===== src/rtl/penalty_tracker_pkg.sv =====
// Shared game definitions for the penalty tracker and the marker draw stage.
// Holds the state encoding, the default penalty limit and small counter helpers.
package penalty_tracker_pkg;

    typedef enum logic [1:0] {
        ST_IDLE      = 2'd0,
        ST_COOLDOWN  = 2'd1,
        ST_GAME_OVER = 2'd2
    } state_t;

    localparam int MAX_PENALTY_DEFAULT = 3;

    // Marker count shown to the draw stage; the newest marker hides while blinking off.
    function automatic logic [3:0] disp_count(input logic [3:0] num, input logic blink_off);
        logic [3:0] result;
        if (blink_off && (num != 4'd0)) begin
            result = num - 4'd1;
        end else begin
            result = num;
        end
        return result;
    endfunction

    // Width of a counter that must hold 0 .. frames-1, never narrower than one bit.
    function automatic int counter_width(input int frames);
        int w;
        if (frames > 1) begin
            w = $clog2(frames);
        end else begin
            w = 1;
        end
        return w;
    endfunction

endpackage


===== src/rtl/penalty_tracker_checker.sv =====
// Structural invariants of the penalty tracker outputs, kept apart from the design logic.
module penalty_tracker_checker #(
    parameter int MAX_PENALTY = 3
) (
    input logic       clk,
    input logic       reset,
    input logic [3:0] penalty_num,
    input logic [3:0] penalty_disp,
    input logic       cooldown,
    input logic       game_over
);

    localparam logic [3:0] MAX_NUM = 4'(MAX_PENALTY);

    a_num_range: assert property (@(posedge clk) disable iff (reset)
        penalty_num <= MAX_NUM);

    a_exclusive: assert property (@(posedge clk) disable iff (reset)
        !(cooldown && game_over));

    a_game_over_at_limit: assert property (@(posedge clk) disable iff (reset)
        game_over == (penalty_num == MAX_NUM));

    a_cooldown_nonzero: assert property (@(posedge clk) disable iff (reset)
        cooldown |-> (penalty_num != 4'd0));

    a_disp_relation: assert property (@(posedge clk) disable iff (reset)
        (penalty_disp == penalty_num) ||
        (cooldown && (penalty_disp == penalty_num - 4'd1)));

endmodule


===== src/rtl/rise_detect.sv =====
// Registered 1-bit rising-edge detector; the pulse appears one clock after the input rises.
// A level held high produces exactly one pulse.
module rise_detect (
    input  logic clk,
    input  logic reset,
    input  logic d,
    output logic rise
);

    logic d_q;

    // Delay the input once and flag a low-to-high transition.
    always_ff @(posedge clk or posedge reset) begin
        if (reset) begin
            d_q  <= 1'b0;
            rise <= 1'b0;
        end else begin
            d_q  <= d;
            rise <= d & ~d_q;
        end
    end

endmodule


===== src/rtl/penalty_tracker.sv =====
// Counts accepted strikes, enforces a frame-based cooldown with a blinking newest marker,
// and flags game over at the penalty limit. All outputs are registered.
module penalty_tracker
    import penalty_tracker_pkg::*;
#(
    parameter int MAX_PENALTY     = MAX_PENALTY_DEFAULT,
    parameter int COOLDOWN_FRAMES = 30,
    parameter int BLINK_FRAMES    = 5
) (
    input  logic       clk,
    input  logic       reset,
    input  logic       frame_tick,
    input  logic       strike,
    input  logic       clear_round,
    output logic [3:0] penalty_num,
    output logic [3:0] penalty_disp,
    output logic       cooldown,
    output logic       game_over
);

    localparam int CW = counter_width(COOLDOWN_FRAMES);
    localparam int BW = counter_width(BLINK_FRAMES);

    localparam logic [3:0]    MAX_NUM     = 4'(MAX_PENALTY);
    localparam logic [CW-1:0] FRAME_LAST  = CW'(COOLDOWN_FRAMES - 1);
    localparam logic [BW-1:0] BLINK_LAST  = BW'(BLINK_FRAMES - 1);

    state_t        state_r;
    logic [CW-1:0] frame_cnt_r;
    logic [BW-1:0] blink_cnt_r;
    logic          blink_off_r;
    logic          strike_rise_s;
    logic [3:0]    next_num_s;

    rise_detect u_strike_rise (
        .clk   (clk),
        .reset (reset),
        .d     (strike),
        .rise  (strike_rise_s)
    );

    // Saturating increment of the accepted count.
    always_comb begin
        next_num_s = penalty_num;
        if (penalty_num < MAX_NUM) begin
            next_num_s = penalty_num + 4'd1;
        end else begin
            next_num_s = penalty_num;
        end
    end

    // Round state machine with registered outputs; clear_round overrides everything.
    always_ff @(posedge clk or posedge reset) begin
        if (reset) begin
            state_r      <= ST_IDLE;
            frame_cnt_r  <= '0;
            blink_cnt_r  <= '0;
            blink_off_r  <= 1'b0;
            penalty_num  <= 4'd0;
            penalty_disp <= 4'd0;
            cooldown     <= 1'b0;
            game_over    <= 1'b0;
        end else if (clear_round) begin
            state_r      <= ST_IDLE;
            frame_cnt_r  <= '0;
            blink_cnt_r  <= '0;
            blink_off_r  <= 1'b0;
            penalty_num  <= 4'd0;
            penalty_disp <= 4'd0;
            cooldown     <= 1'b0;
            game_over    <= 1'b0;
        end else begin
            case (state_r)
                ST_IDLE: begin
                    // A coincident frame_tick is deliberately not counted here.
                    if (strike_rise_s) begin
                        penalty_num  <= next_num_s;
                        penalty_disp <= next_num_s;
                        frame_cnt_r  <= '0;
                        blink_cnt_r  <= '0;
                        blink_off_r  <= 1'b0;
                        if (next_num_s == MAX_NUM) begin
                            state_r   <= ST_GAME_OVER;
                            game_over <= 1'b1;
                            cooldown  <= 1'b0;
                        end else begin
                            state_r   <= ST_COOLDOWN;
                            cooldown  <= 1'b1;
                            game_over <= 1'b0;
                        end
                    end
                end
                ST_COOLDOWN: begin
                    if (frame_tick) begin
                        if (frame_cnt_r == FRAME_LAST) begin
                            state_r      <= ST_IDLE;
                            frame_cnt_r  <= '0;
                            blink_cnt_r  <= '0;
                            blink_off_r  <= 1'b0;
                            penalty_disp <= penalty_num;
                            cooldown     <= 1'b0;
                        end else begin
                            frame_cnt_r <= frame_cnt_r + 1'b1;
                            if (blink_cnt_r == BLINK_LAST) begin
                                blink_cnt_r  <= '0;
                                blink_off_r  <= ~blink_off_r;
                                penalty_disp <= disp_count(penalty_num, ~blink_off_r);
                            end else begin
                                blink_cnt_r <= blink_cnt_r + 1'b1;
                            end
                        end
                    end
                end
                ST_GAME_OVER: begin
                    state_r <= ST_GAME_OVER;
                end
                default: begin
                    state_r      <= ST_IDLE;
                    frame_cnt_r  <= '0;
                    blink_cnt_r  <= '0;
                    blink_off_r  <= 1'b0;
                    penalty_disp <= penalty_num;
                    cooldown     <= 1'b0;
                    game_over    <= 1'b0;
                end
            endcase
        end
    end

    penalty_tracker_checker #(
        .MAX_PENALTY (MAX_PENALTY)
    ) u_checker (
        .clk          (clk),
        .reset        (reset),
        .penalty_num  (penalty_num),
        .penalty_disp (penalty_disp),
        .cooldown     (cooldown),
        .game_over    (game_over)
    );

endmodule


===== config.mk =====
export PLATFORM = sky130hd
export DESIGN_NAME = penalty_tracker
export DESIGN_NICKNAME = d
export VERILOG_FILES = /design/src/rtl/penalty_tracker_pkg.sv /design/src/rtl/penalty_tracker_checker.sv /design/src/rtl/rise_detect.sv /design/src/rtl/penalty_tracker.sv
export SDC_FILE = /design/constraint.sdc
export NUM_CORES = 1
export LEC_CHECK = 0
export CORE_UTILIZATION = 30
export DETAILED_ROUTE_END_ITERATION = 16
export PLACE_DENSITY = 0.59
export SLEW_MARGIN = 30
export SYNTH_ARGS = -nofsm -noshare
export SYNTH_HDL_FRONTEND = slang
export SYNTH_SLANG_ARGS = --single-unit

===== constraint.sdc =====
create_clock -name clk -period 3.7 [get_ports clk]
set_input_delay 0.925 -clock clk [delete_from_list [all_inputs] [get_ports clk]]
set_output_delay 0.925 -clock clk [all_outputs]
set_load 0.03 [all_outputs]

==> results.md <==
* CTS buffer count at 3
* CTS tree: yes
* Mapped Avg Cell Area at 9.74 um2
* Die height at 72.0 um
* DP Wirelength at 2390 um
* Area delta synth->final at 16.3%
* Die X at 72.0 um
* Syn_nets at 166
* # hold bufs at CTS at 0
* Total setup buffers inserted after CTS at 0
* Worst path cell trace: clkdlybuf4s50_1
* Status: finished with violations
* Failing checks: design-rule violations
* R2R depth at 6
* Crit path time final at 2.51 ns
* Crit path DAT at 1.59 ns
* Hold Path Cell Cnt at 1
* RR Startpoint: penalty_num[0]
* Cell variety after synth at 50
* Routed length per placed instance at 14.5 um
* Number of synthesized register bits at 23
* Routed vias/inst at 5.28
* I/O pins at 15
* Ys flop type: dfrtp_1
* Peak supply drop at 0.187 mV
* Routed Wire Length at 3350 um
* Levels on crit path at 1
* First-pass GRT wire length at 5480 um
* CTS Sinks at 23
* Fillers at 485
* Clock Latency Late Sink at 0.26 ns
* Fmax achieved at 398 MHz
* CTS resizes at 0
* Final setup fails at 0
* Final Cycle Share at 67.9%
* DRT Pass-1 Iters at 10
* Dominant cells by area after synthesis: dfrtp_1, ha_1, o21ai_0, inv_1, nand2_1
* Commonest cells in the netlist: dfrtp_1, o21ai_0, inv_1, ha_1, nand2_1
* Top Family by Delay on Critical Path: buffers and inverters
* Mapped Cells at 151
* Max incr delay on CP at 0.75 ns
* Cell Pwr Density at 603 nW/um2
* Largest net degree at the start of global routing at 24
* Final Hold Viols at 0
* Most frequent cell after synthesis: dfrtp_1
* Crit-path max FO at 10
* Initial antenna violation count at 0
* Clk root buf: clkbuf_8
* Setup TNS at 0 ns
* Gr ovfl total at 0
* Antenna-violating nets left at 0
* Post-synth top area cell: dfrtp_1
* Max stage delay cell, worst path: clkdlybuf4s50_1
* DRC at 2
* Cell Rows at 25
* Yosys top cell area share at 39.1%
* GRT Resource Usage Total at 13.6%
* CP Capture Type: output port
* Worst slew pin tran at 0.697 ns
* Slew HR at 53.4%
* Sequential cell area fraction in the yosys report at 39.1%
* Core ar. at 4720 um2
* H-Tree Depth at 1
* Max_cap viols at 0
* Worst Setup Start Kind: flop
* Initial Util at 31.1%
* Async set-or-reset flop fraction in the synthesized netlist at 100%
* Number of port buffers at 14
* Clock Skew at 0.00214 ns
* Reg-to-reg slack, setup at 1.27 ns
* FF-to-FF End: state_r[1]
* Syn. warnings at 0
* Antenna Cells at 0
* Nets at 180
* Worst Hold Launch: u_strike_rise.d_q
* Worst Hold Path EP: u_strike_rise.rise
* Via Count at 1220
* CTS Buffer Depth at 2
* Vias in the first global route at 1177
* Synthesized area at 1470 um2
* Gpl congestion at 0.850
* 1st-iter DRT viols at 65
* RSZ-0062 raised after global routing: false
* Tot Pwr at 1030 uW
* Share of cells above drive strength 1 at 7.32%
* Post-synth EDFFs at 0
* Critical Path RT at 2.77 ns
* Total die area at 5180 um2
* CTS clk-pin slew, worst paths at 0.08 ns
* LEAKAGE at 0.000676 uW
* Hold Crit Class: reg -> reg
* Worst Setup Path Type: reg -> out
* Buf/Inv on CP at 1
* Max-slew violation count at 0
worst max-delay path by stage:
stage                         from              end  slack [ns]
global placement       clear_round  penalty_disp[3]        0.99
global route           clear_round  penalty_disp[3]        1.06
floorplan           penalty_num[0]       state_r[1]        1.54
CTS                 penalty_num[2]   penalty_num[2]        1.18
detailed placement     clear_round  penalty_disp[3]        0.94
finish              penalty_num[2]   penalty_num[2]        1.19
placed cells by master, fill, tap and decap left out, types with 3 or more instances in the layout:
| cell | count |
|---|---|
| dfrtp_1 | 23 |
| o21ai_0 | 14 |
| clkdlybuf4s50_1 | 14 |
| inv_1 | 10 |
| nand2_1 | 10 |
| ha_1 | 10 |
| nand3_1 | 7 |
| nor2b_1 | 5 |
| nor2_1 | 5 |
| nor3_1 | 4 |
| a21oi_1 | 4 |
| nand2b_1 | 3 |
| o31ai_1 | 3 |
| o2bb2ai_1 | 3 |
| clkbuf_8 | 3 |
registers in the layout (all words and copies together) (netlist names):
signal and count:
penalty_num 4, game_over 1, cooldown 1, state_r 2
frame_cnt_r 5, u_strike_rise.rise 1, blink_cnt_r 3, penalty_disp 4
blink_off_r 1, u_strike_rise.d_q 1
cell families (layout without fill, tap and decap cells):
group	after synthesis	in the layout	synth area share [%]
simple gates	55	55	23.1
compound gates	44	44	22.2
flops	23	23	39.1
buf+inv	17	30	5.79
fa+ha+maj	10	10	8.51
xor+xnor	2	2	1.19
routing by layer:
| metal | part of all wire [%] | GRT usage, % |
|---|---|---|
| met5 | 0 | 0 |
| met2 | 45 | 21.0 |
| met4 | 1.9 | 5.45 |
| met3 | 3.0 | 2.22 |
| met1 | 51 | 19.1 |
per-stage QoR:
stage | setup slack (ns) | util (%) | hold slack [ns] | instance area, um2 | cells
global placement | 0.988 | 34.9 | 0.387 | 1650 | 226
detailed placement | 0.938 | 34.9 | 0.382 | 1650 | 226
floorplan | 1.54 | - | 0.378 | 1470 | 151
global route | 1.06 | 36.2 | 0.442 | 1710 | 231
CTS | 1.18 | 35.9 | 0.410 | 1700 | 230
finish | 1.19 | 36.2 | 0.411 | 1710 | 231
final cells by class:
type                    count  area [um2]  share of cell area (%)
well taps                  67        83.8                    4.90
multi-input cells         111         810                    47.3
repair buffers             15         155                    9.07
flip-flops and latches     23         576                    33.7
inverters                  11        41.3                    2.41
clock buffers               4        45.0                    2.63
where the power goes:
group / internal (uW) / switching, uW
Combinational: 229 / 323
Sequential: 288 / 34.0
Clock: 76.9 / 80.3
No activity file was read; power rests on OpenSTA's default activity.
